### config.mk
export PLATFORM = sky130hd
export DESIGN_NAME = sng_corr_pair
export DESIGN_NICKNAME = d
export VERILOG_FILES = /design/src/rtl/sc_pkg.sv /design/src/rtl/sc_lfsr.sv /design/src/rtl/sng_corr_pair.sv
export SDC_FILE = /design/constraint.sdc
export NUM_CORES = 1
export LEC_CHECK = 0
export BUFFER_PORTS_ARGS = -buffer_cell sky130_fd_sc_hd__buf_2
export CAP_MARGIN = 30
export CELL_PAD_IN_SITES_DETAIL_PLACEMENT = 1
export CELL_PAD_IN_SITES_GLOBAL_PLACEMENT = 1
export CORE_MARGIN = 5
export CORE_UTILIZATION = 30
export CTS_CLUSTER_SIZE = 16
export DETAILED_ROUTE_END_ITERATION = 6
export PLACE_DENSITY = 0.55
export SLEW_MARGIN = 20
export SYNTH_ARGS = -nofsm -noshare
export SYNTH_HDL_FRONTEND = slang
export SYNTH_SLANG_ARGS = --single-unit
export TNS_END_PERCENT = 1
### constraint.sdc
create_clock -name clk -period 1.7 [get_ports clk]
set_input_delay 0.255 -clock clk [delete_from_list [all_inputs] [get_ports clk]]
set_output_delay 0.255 -clock clk [all_outputs]
set_load 0.01 [all_outputs]
### src/rtl/sc_pkg.sv
// Shared types and LFSR tap table for the stochastic-number generators.
// Tap masks are maximal-length polynomials, bit i set means state[i] feeds back.
// No logic here; widths outside SC_MIN_WIDTH..SC_MAX_WIDTH get an all-zero mask.
package sc_pkg;

  localparam int SC_MIN_WIDTH = 4;
  localparam int SC_MAX_WIDTH = 16;

  typedef enum logic {
    IDLE = 1'b0,
    RUN  = 1'b1
  } sng_state_t;

  function automatic logic [SC_MAX_WIDTH-1:0] lfsr_taps(input int width);
    logic [SC_MAX_WIDTH-1:0] taps;
    taps = '0;
    case (width)
      4:       taps = 16'h000C;
      5:       taps = 16'h0014;
      6:       taps = 16'h0030;
      7:       taps = 16'h0060;
      8:       taps = 16'h00B8;
      9:       taps = 16'h0110;
      10:      taps = 16'h0240;
      11:      taps = 16'h0500;
      12:      taps = 16'h0829;
      13:      taps = 16'h100D;
      14:      taps = 16'h2015;
      15:      taps = 16'h6000;
      16:      taps = 16'hD008;
      default: taps = '0;
    endcase
    return taps;
  endfunction

endpackage

### src/rtl/sc_lfsr.sv
// Fibonacci LFSR shifting toward the MSB; SNG_ZERO_STATE_EN adds the all-zero state (de Bruijn).
// Latency: new value one cycle after step; load forces SEED and wins over step.
// Backpressure: state holds whenever step is low.
module sc_lfsr
  import sc_pkg::*;
#(
  parameter int               WIDTH = 8,
  parameter logic [WIDTH-1:0] SEED  = WIDTH'(1)
) (
  input  logic             clk,
  input  logic             rst_n,
  input  logic             load,
  input  logic             step,
  output logic [WIDTH-1:0] state
);

  localparam logic [WIDTH-1:0] TAPS = WIDTH'(lfsr_taps(WIDTH));

  logic fb;

  // Every tap mask includes the MSB, so the extra term splits 100..0 -> 000..0 -> 000..1.
  always_comb begin
`ifdef SNG_ZERO_STATE_EN
    fb = (^(state & TAPS)) ^ (state[WIDTH-2:0] == '0);
`else
    fb = ^(state & TAPS);
`endif
  end

  always_ff @(posedge clk or negedge rst_n) begin
    if (!rst_n) begin
      state <= SEED;
    end else if (load) begin
      state <= SEED;
    end else if (step) begin
      state <= {state[WIDTH-2:0], fb};
    end
  end

endmodule

### src/rtl/sng_corr_pair.sv
// Correlated SNG pair: one shared LFSR value compared against latched dividend/divisor (SNG_ZERO_STATE_EN selects 2^W-beat streams).
// Latency: pair accepted in cycle T, first bit pair valid in T+1; one idle bubble between streams.
// Backpressure: out_ready low freezes LFSR, beat counter and outputs; in_ready is low for the whole stream.
module sng_corr_pair
  import sc_pkg::*;
#(
  parameter int               WIDTH = 8,
  parameter logic [WIDTH-1:0] SEED  = WIDTH'(1)
) (
  input  logic             clk,
  input  logic             rst_n,
  input  logic             in_valid,
  output logic             in_ready,
  input  logic [WIDTH-1:0] in_a,
  input  logic [WIDTH-1:0] in_b,
  output logic             out_valid,
  input  logic             out_ready,
  output logic             dividend,
  output logic             divisor,
  output logic             last,
  output logic             busy
);

  // Counter value while the final beat is presented.
`ifdef SNG_ZERO_STATE_EN
  localparam logic [WIDTH:0] LAST_IDX = (WIDTH+1)'((1 << WIDTH) - 1);
`else
  localparam logic [WIDTH:0] LAST_IDX = (WIDTH+1)'((1 << WIDTH) - 2);
`endif

  sng_state_t       state_q;
  sng_state_t       state_d;
  logic [WIDTH-1:0] op_a;
  logic [WIDTH-1:0] op_b;
  logic [WIDTH-1:0] r;
  logic [WIDTH:0]   cnt;
  logic             accept;
  logic             xfer;

  always_comb begin
    state_d   = state_q;
    in_ready  = 1'b0;
    out_valid = 1'b0;
    busy      = 1'b0;
    last      = 1'b0;
    dividend  = 1'b0;
    divisor   = 1'b0;
    case (state_q)
      IDLE: begin
        in_ready = 1'b1;
        if (in_valid) state_d = RUN;
      end
      RUN: begin
        out_valid = 1'b1;
        busy      = 1'b1;
        dividend  = (op_a > r);
        divisor   = (op_b > r);
        last      = (cnt == LAST_IDX);
        if (out_ready && last) state_d = IDLE;
      end
      default: state_d = IDLE;
    endcase
  end

  assign accept = in_valid & in_ready;
  assign xfer   = out_valid & out_ready;

  always_ff @(posedge clk or negedge rst_n) begin
    if (!rst_n) begin
      state_q <= IDLE;
    end else begin
      state_q <= state_d;
    end
  end

  always_ff @(posedge clk or negedge rst_n) begin
    if (!rst_n) begin
      op_a <= '0;
      op_b <= '0;
      cnt  <= '0;
    end else if (accept) begin
      op_a <= in_a;
      op_b <= in_b;
      cnt  <= '0;
    end else if (xfer) begin
      cnt <= cnt + 1'b1;
    end
  end

  sc_lfsr #(
    .WIDTH (WIDTH),
    .SEED  (SEED)
  ) u_lfsr (
    .clk   (clk),
    .rst_n (rst_n),
    .load  (accept),
    .step  (xfer),
    .state (r)
  );

endmodule

==> results of run 1 <==
cell usage after synthesis (all sizes together):
cell type	n	share of area
inv	12	0.025
o21ai	18	0.050
a21oi	5	0.014
clkbuf	3	0.0063
a21o	4	0.017
nand3	5	0.014
or2	1	0.0035
o22a	1	0.0049
o21a	1	0.0042
o211ai	3	0.013
o31ai	2	0.0084
nor2	5	0.010
dfstp	1	0.015
dfrtp	33	0.46
nand4	7	0.028
ha	18	0.13
xor2	1	0.0049
a22o	1	0.0049
nor3	2	0.0056
xnor2	4	0.020
or4	1	0.0063
nor2b	3	0.010
and3	1	0.0042
nand2	56	0.12
buf	4	0.013
and2	1	0.0035
a31oi	3	0.010
how the worst max path moves through the flow:
stage                    startpoint  endpoint  cells past startpoint
floorplan                    cnt[0]      last                      5
global placement    u_lfsr.state[1]  dividend                      7
detailed placement  u_lfsr.state[1]   divisor                      7
CTS                 u_lfsr.state[1]  dividend                      7
global route        u_lfsr.state[1]   divisor                      7
finish              u_lfsr.state[1]  dividend                      7
per-stage QoR:
step | hold slack (ns) | area [µm²] | total power [mW]
after global placement | 0.328 | 2100 | 1.82
after floorplan | -0.0406 | 1790 | 1.54
after detailed placement | 0.321 | 2100 | 1.84
after global routing | 0.0277 | 2270 | 3.01
final | -0.00882 | 2270 | 2.80
after CTS | 0.00658 | 2260 | 2.82
layer usage:
layer	vias to the layer above	wire, µm	track usage	part of all wire
met4	0	36	0.0293	0.0082
met1	730	2110	0.186	0.48
met5	-	0	0	0
met2	26	2040	0.191	0.47
li1	743	-	-	-
met3	7	185	0.0397	0.042
sequential cells by signal, summed over array words and instances, names as in the netlist:
| name | flops |
|---|---|
| op_b | 8 |
| op_a | 8 |
| u_lfsr.state | 8 |
| state_q | 1 |
| cnt | 9 |
timing repair:
action                                  CTS  global route
endpoints found under the hold margin     0             0
pin swaps                                 2             0
gates resized for setup                   3             2
endpoints found under the setup margin    3             3
power breakdown:
group	total (mW)	internal, mW	switching [mW]
clock	0.932	0.626	0.306
sequential	1.09	0.965	0.123
combinational	0.784	0.387	0.397
cell type report:
type | instances | area, µm² | share of cell area
Sequential cell | 34 | 852 | 0.375
Multi-Input combinational cell | 143 | 895 | 0.394
Tap cell | 75 | 93.8 | 0.0413
Clock inverter | 2 | 60.1 | 0.0264
Clock buffer | 6 | 82.6 | 0.0363
Timing Repair Buffer | 41 | 245 | 0.108
Inverter | 12 | 45.0 | 0.0198
logic make-up (layout without fill, tap and decap cells):
logic type | after synthesis | after routing | synth area share
simple gates | 82 | 82 | 0.203
xor+xnor | 5 | 5 | 0.0245
buf+inv | 19 | 61 | 0.0440
compound gates | 38 | 38 | 0.126
flops | 34 | 34 | 0.476
fa+ha+maj | 18 | 18 | 0.126
==> results.md, run 1 <==
* Status: finished, violations left
* Failing checks: negative hold slack, negative setup slack
* LEAKAGE at between 1 and 1.5 nW
* CTS root buf: clkbuf_8
* Port bufs at 25
* Setup_tns at -0.611 ns
* Reg2Reg Depth at 5
* R2R Path End: state_q
* Worst VDD drop at 335 µV
* Crit-path slowest cell: dfrtp_1
* WS Path Type: reg2out
* DIE HEIGHT at about 87 µm
* Post-route clock period utilization at 1.13
* CTS Buffer Depth at 2
* First-iteration detailed-routing DRC count at between 40 and 50
* Post-synthesis sequential area ratio at 0.476
* Most common cell after layout, fill and taps aside: nand2_1
* Synthesized area per cell at roughly 9.1 µm²
* Crit. End Element: primary output
* Initial core utilization at 0.306
* CTS buffer count at 5
* GRT Total Usage at 0.130
* Remaining antenna violation count at 0
* Worst Hold Class: in2async
* Area delta synth->final at 27.0%
* Clock Skew at between 0.006 and 0.007 ns
* Synth unique cells at 29
* Final hold viol count at 11
* Clk Latency, worst-skew pair at 0.29 ns
* Share of cells above drive strength 1 at 0.248
* WP buf/inv at 2
* Post-route setup slack at -0.229 ns
* WL per Instance at 14.0 µm
* Required @ worst endpoint at around 1.4 ns
* Most frequent cells in the layout: 56 x nand2_1, 33 x dfrtp_1, 25 x buf_2
* Hold_buf cts at 0
* Fin cells at between 300 and 400
* Core Area at approximately 5900 µm²
* IO Pins at 26
* # nets final at ~280
* Slew HR at 0.703
* PD cells at 1230 nW/µm²
* GR Overflow Total at 0
* Initial antenna violation count at 0
* RSZ-0062 raised after global routing: true
* Endpoints failing setup at 3
* Vias per cell at just under 5
* Antenna Cells at 0
* Die X at a little under 90 µm
* Synth warn at 0
* Reg-to-Reg Start: cnt[0]
* Vias in the first global route at about 1600
* Clock slew at reported path FFs at about 0.070 ns
* Syn Std Cell Area at around 1800 µm²
* CP peak stage delay at about 0.36 ns
* Worst path top cell family by delay: compound AO/OA/AOI/OAI gates
* Reg2Reg Setup Slack at around 0.3 ns
* Worst hold slack at -0.00882 ns
* Largest net degree at the start of global routing at 35
* Post-DP HPWL at between 3 and 4 mm
* Number of remaining DRC errors at 0
* Critical-path cell list: inv_2, ha_4, nor2b_2, o211ai_1, a21o_1, a31oi_1, buf_2
* Worst Tran Pin Value at around 0.45 ns
* Final WL at between 4 and 5 mm
* Drt first pass iters at 4
* Routed vias at 1506
* Sink Count at 34
* Fmax at ~520 MHz
* Die area at approximately 7600 µm²
* Syn Nets at 234
* WP data arrival at roughly 1.7 ns
* Cells after DPL at about 310
* Final Critical Period at between 1.5 and 2 ns
* Row cnt at 28
* Fill count at 697
* Register bit total from synthesis at 34
* # H-tree levels at 2
* Final core occ at 0.389
* Startpoint types: register
* First-pass GRT wire length at 7.67 mm
* Final Slew Violations at 0
* Setup WS pre-CTS at about 0.033 ns
* Mapped Cells at around 200
* Crit path max fanout at 3
* CTS tree: done
* GP Congestion at 0.786
* Post-CTS Repair Setup Buffers at 0
* Max-Cap Viols at 0
Note: power is estimated with default switching activity, not from simulation.
==> inputs of run 2 (changes only) <==
--- a/config.mk
+++ b/config.mk
@@ -5,6 +5,7 @@
 export SDC_FILE = /design/constraint.sdc
 export NUM_CORES = 1
 export LEC_CHECK = 0
+export ABC_AREA = 1
 export BUFFER_PORTS_ARGS = -buffer_cell sky130_fd_sc_hd__buf_2
 export CAP_MARGIN = 30
 export CELL_PAD_IN_SITES_DETAIL_PLACEMENT = 1
==> constraint.sdc (replaced) <==
create_clock -name clk -period 2 [get_ports clk]
set_input_delay 0.3 -clock clk [delete_from_list [all_inputs] [get_ports clk]]
set_output_delay 0.3 -clock clk [all_outputs]
set_load 0.01 [all_outputs]
==> run 2 against run 1 <==
Against the previous run: global-route usage down 1.3 points; via count down 3.1%; the flow now finishes without violations; final cell count up 2.9%; clock skew up 0.0011 ns; register-to-register slack better by 0.25 ns; die area up 7.9%; largest cell class unchanged; combinational power down 19%; largest power group unchanged; non-clock buffer count down 13; critical endpoint unchanged.
==> results.md, run 2 <==
* Status: completed
* Antenna Cells at 0
* Crit path max fanout at 4
* Clock slew at reported path FFs at approximately 0.070 ns
* First-iteration detailed-routing DRC count at 34
* Row cnt at 29
* Clock Skew at about 0.0073 ns
* Final Slew Violations at 0
* Top Layer Used: met4
* Drt first pass iters at 4
* FFs w/ async S/R, synth at 1.00
* Syn Nets at between 200 and 300
* Post-DP HPWL at between 3 and 4 mm
* Synth unique cells at 23
* Area delta synth->final at 15.8%
* Final WL at around 4.4 mm
* Synthesized area per cell at 9.12 µm²
* Critical-path cell list: inv_2, ha_1, nand2_1, a21oi_1, nor2_1, a21oi_2, buf_2
* Worst VDD drop at 393 µV
* Max reg flops at 9
* Initial antenna violation count at 0
* Number of synthesized flops with an enable pin at 0
* WP data arrival at about 1.6 ns
* Post-synthesis sequential area ratio at 0.437
* Die area at just over 8000 µm²
* Final hold viol count at 0
* WL per Instance at 13.8 µm
* Die X at between 90 and 100 µm
* Required @ worst endpoint at around 1.7 ns
* DIE HEIGHT at slightly above 90 µm
* Max-Cap Viols at 0
* Vias in the first global route at ~1500
* Area contributors post-synth: dfrtp_1 42%, ha_1 12%, nand2_1 10%
* Post-route clock period utilization at 0.941
* Vias per cell at between 4 and 5
* Slew HR at 0.468
* Number of remaining DRC errors at 0
* Worst Tran Pin Value at ~0.8 ns
* CTS tree: done
* CTS Buffer Depth at 2
* Worst path top cell family by delay: flip-flops
* Met3 WL post-DR at about 180 µm
* Ys flop type: dfrtp_1
* First-pass GRT wire length at 7.62 mm
* Routed vias at approximately 1500
* IO Pins at 26
* Remaining antenna violation count at 0
* Startpoint types: register
* WS Path Type: reg2out
* Core Area at 6350 µm²
* Syn Std Cell Area at 1950 µm²
* Synth warn at 0
* Clk Latency, worst-skew pair at ~0.29 ns
* PD cells at ~960 nW/µm²
* Crit-path slowest cell: dfrtp_1
* Most frequent cells in the layout: 52 x nand2_1, 33 x dfrtp_1, 25 x buf_2
* Crit. End Element: primary output
* Setup WS pre-CTS at around 0.36 ns
* LEAKAGE at ~1.2 nW
* Post-route setup slack at 0.117 ns
* GP Congestion at roughly 0.71
* Area leader, netlist: dfrtp_1
* CTS root buf: clkbuf_8
* Largest net degree at the start of global routing at 35
* Final Critical Period at approximately 1.9 ns
* Fmax at around 530 MHz
* Endpoints failing setup at 0
* M1 wire length at 2.32 mm
* Most common cell after layout, fill and taps aside: nand2_1
* GRT Total Usage at 0.117
* Length of routed met2 wiring at roughly 1.9 mm
* Sink Count at 34
* Initial core utilization at 0.307
* Worst Hold Class: in2async
* RSZ-0062 raised after global routing: true
* Post-synth top cells: 52 x nand2_1, 33 x dfrtp_1, 27 x inv_1, 22 x nor2_1, 18 x ha_1
* Most common cell in the netlist: nand2_1
* Mapped Cells at roughly 210
* Port bufs at 25
* Post-synth top area share at 0.423
* Final core occ at 0.356
* # nets final at approximately 280
* Register bit total from synthesis at 34
* CTS buffer count at 5
* Share of cells above drive strength 1 at 0.257
* WP buf/inv at 2
* Biggest register: cnt
* GR Overflow Total at 0
* CP peak stage delay at 0.36 ns
* # H-tree levels at 2
run 2: stage by stage:
stage | TNS [ns] | instances | power, mW | hold slack, ns | instance area [µm²]
6_report | 0 | 322 | 2.17 | 0.0903 | 2260
5_1_grt | -0.0250 | 322 | 2.35 | 0.154 | 2260
4_1_cts | 0 | 321 | 2.18 | 0.125 | 2240
3_5_place_dp | 0 | 313 | 1.55 | 0.439 | 2130
3_3_place_gp | 0 | 313 | 1.54 | 0.435 | 2130
2_1_floorplan | 0 | 214 | 1.36 | 0.00441 | 1950
run 2: kinds of logic (layout without fill, tap and decap cells):
family                     after synthesis  after routing  synth area share
DFF                                     34             34             0.437
AOI/OAI and AO/OA                       24             24            0.0680
xor gates and xnor gates                 1              1           0.00449
buffers and inverters                   34             65            0.0827
muxes                                   14             14             0.104
adders and majority gates               18             18             0.115
and+or+nand+nor                         89             89             0.189
run 2: path summary, 6_finish.rpt:
path	cells after the start	start	slack, ns	end
hold / removal	1	rst_n	0.09	op_b[5]
max in group asynchronous	1	rst_n	1.40	cnt[8]
setup reg to reg	5	state_q	0.55	cnt[8]
hold reg to reg	1	op_b[1]	0.52	op_b[1]
setup / recovery	7	u_lfsr.state[7]	0.12	dividend
min in group clk	2	in_b[1]	0.24	op_b[1]
run 2: power breakdown:
group | switching (mW) | internal [mW]
logic | 0.364 | 0.272
registers | 0.0985 | 0.816
clock network | 0.268 | 0.348
total | 0.731 | 1.44
run 2: worst register-to-register path, cell delays in order, from the launching register on:
cell and delay (ns):
dfrtp_1 0.52, nand2_2 0.26, inv_2 0.23, nand3_1 0.13, o21ai_0 0.16, nor2_1 0.05
run 2: area by class of cell:
| class | count | area (µm²) |
|---|---|---|
| fill | 746 | 4090 |
| multi-input combinational | 146 | 943 |
| sequential | 34 | 852 |
| timing repair buffer | 28 | 148 |
| clock buffer | 8 | 110 |
| inverter | 29 | 109 |
| tap | 77 | 96.3 |
run 2: layer usage:
metal  vias up  GRT usage
met5         -          0
met4         0     0.0409
met3         4     0.0367
met2        20      0.175
met1       687      0.159
li1        749          -
run 2: timing repair:
action,CTS,global route
resized for setup,0,6
hold buffers,0,0
setup endpoints to repair,0,2
setup buffers,0,1
==> inputs of run 3 (changes only) <==
--- a/config.mk
+++ b/config.mk
@@ -15,6 +15,7 @@
 export CTS_CLUSTER_SIZE = 16
 export DETAILED_ROUTE_END_ITERATION = 6
 export PLACE_DENSITY = 0.55
+export SETUP_SLACK_MARGIN = 0.2
 export SLEW_MARGIN = 20
 export SYNTH_ARGS = -nofsm -noshare
 export SYNTH_HDL_FRONTEND = slang
==> run 3 against run 2 <==
Against the previous run: die area unchanged; fmax is 1.3% higher; non-clock buffer count up 7; critical endpoint is now divisor; highest routed layer unchanged.
==> results.md, run 3 (synthesis gave the netlist of run 2 again) <==
* Vias in the first global route at between 1500 and 2000
* Most frequent cells in the layout: 49 x nand2_1, 33 x dfrtp_1, 25 x buf_2
* Die area at approximately 8000 µm²
* Design area at 2420 µm²
* Crit. End Element: primary output
* RSZ-0062 raised after global routing: true
* Final hold viol count at 0
* GR Overflow Total at 0
* CP peak stage delay at 0.37 ns
* Required @ worst endpoint at around 1.7 ns
* IO Pins at 26
* Antenna Cells at 0
* CTS tree: done
* Reg2Reg Depth at 6
* Endpoints failing setup at 0
* Fill count at 736
* Slew HR at 0.475
* Clk Latency, worst-skew pair at between 0.2 and 0.3 ns
* Setup_tns at 0 ns
* Initial core utilization at 0.307
* Final core occ at 0.381
* WP buf/inv at 2
* Max reg flops at 9
* Worst hold slack at 0.0880 ns
* Fmax at ~540 MHz
* Final WL at roughly 4.6 mm
* Worst Hold Class: in2async
* GP Congestion at 0.711
* Area delta synth->final at 24.0%
* M1 wire length at 2.40 mm
* Row cnt at 29
* Final Critical Period at around 1.9 ns
* Core Area at roughly 6300 µm²
* Crit path max fanout at 4
* Post-DP Area at between 2000 and 2500 µm²
* Vias per cell at 4.54
* Number of remaining DRC errors at 0
* Crit-path slowest cell: dfrtp_1
* WS Path Type: reg2out
* Cells after DPL at 313
* Post-route setup slack at 0.141 ns
* CTS Buffer Depth at 2
* Total power at around 2.3 mW
* Clock slew at reported path FFs at roughly 0.07 ns
* # H-tree levels at 2
* Top cell by count, worst path: nand2_1
* CTS root buf: clkbuf_8
* First-pass GRT wire length at 7.76 mm
* Critical-path cell list: inv_2, ha_1, nand2_1, nor2_1, nand2_1, a21oi_1, buf_2
* LEAKAGE at 1.28 nW
* Biggest register: cnt
* Startpoint types: register
* Share of cells above drive strength 1 at 0.333
* Post-route clock period utilization at 0.929
* Port bufs at 25
* First-iteration detailed-routing DRC count at 36
* Post-DP HPWL at ~3.2 mm
* Worst path top cell family by delay: flip-flops
* Max-Cap Viols at 0
* CTS buffer count at 5
* Worst VDD drop at approximately 450 µV
* Sink Count at 34
* Levels on crit path at 7
* Most common cell after layout, fill and taps aside: nand2_1
* Setup WS pre-CTS at around 0.36 ns
* Remaining antenna violation count at 0
* Die X at roughly 91 µm
* WP data arrival at roughly 1.6 ns
* Clock Skew at between 0.006 and 0.007 ns
* Routed vias at 1495
* Drt first pass iters at 4
* Final Slew Violations at 0
* GRT Total Usage at 0.119
* Top Layer Used: met4
* Hold_buf cts at 0
* Worst Tran Pin Value at around 0.79 ns
* Length of routed met2 wiring at around 2.0 mm
* PD cells at approximately 960 nW/µm²
* Fin cells at between 300 and 400
* Initial antenna violation count at 0
* # nets final at 289
* DIE HEIGHT at ~91 µm
* Met3 WL post-DR at approximately 140 µm
* Status: completed
* Largest net degree at the start of global routing at 35
* WL per Instance at ~14 µm
run 3: final cells by class:
| class | count | area, µm² | share of cell area |
|---|---|---|---|
| repair buffers | 35 | 200 | 0.0828 |
| clock buffers | 8 | 110 | 0.0455 |
| flip-flops and latches | 34 | 852 | 0.352 |
| multi-input cells | 146 | 1050 | 0.435 |
| well taps | 77 | 96.3 | 0.0398 |
| inverters | 29 | 109 | 0.0450 |
run 3: power breakdown:
group	switching (mW)	internal (mW)	leakage, nW
Combinational	0.412	0.368	0.795
Sequential	0.108	0.816	0.429
Clock	0.269	0.348	0.0575
Total	0.790	1.53	1.28
run 3: worst reg2reg max path: cells and delay by family (launching register included):
kind	cells	cell delay (ns)
buffers and inverters	2	0.29
AND/OR/NAND/NOR	4	0.57
flip-flops	1	0.52
run 3: final timing paths:
check	startpoint	slack, ns	end
max in group asynchronous	rst_n	1.41	cnt[8]
min in group clk	in_b[1]	0.24	op_b[1]
max	u_lfsr.state[7]	0.14	divisor
max reg2reg	state_q	0.55	u_lfsr.state[0]
min reg2reg	op_a[2]	0.52	op_a[2]
min	rst_n	0.09	op_b[5]
run 3: metal layers:
layer  global-route usage  vias up
met3               0.0367        6
met4               0.0409        0
met5                    0        -
met1                0.162      702
li1                     -      769
met2                0.179       18
run 3: what timing repair did:
action / in CTS / in global routing
endpoints found under the setup margin: 2 / 3
resized for setup: 12 / 8
pin swaps: 2 / 6
hold endpoints to repair: 0 / 0
buffers inserted: 2 / 6
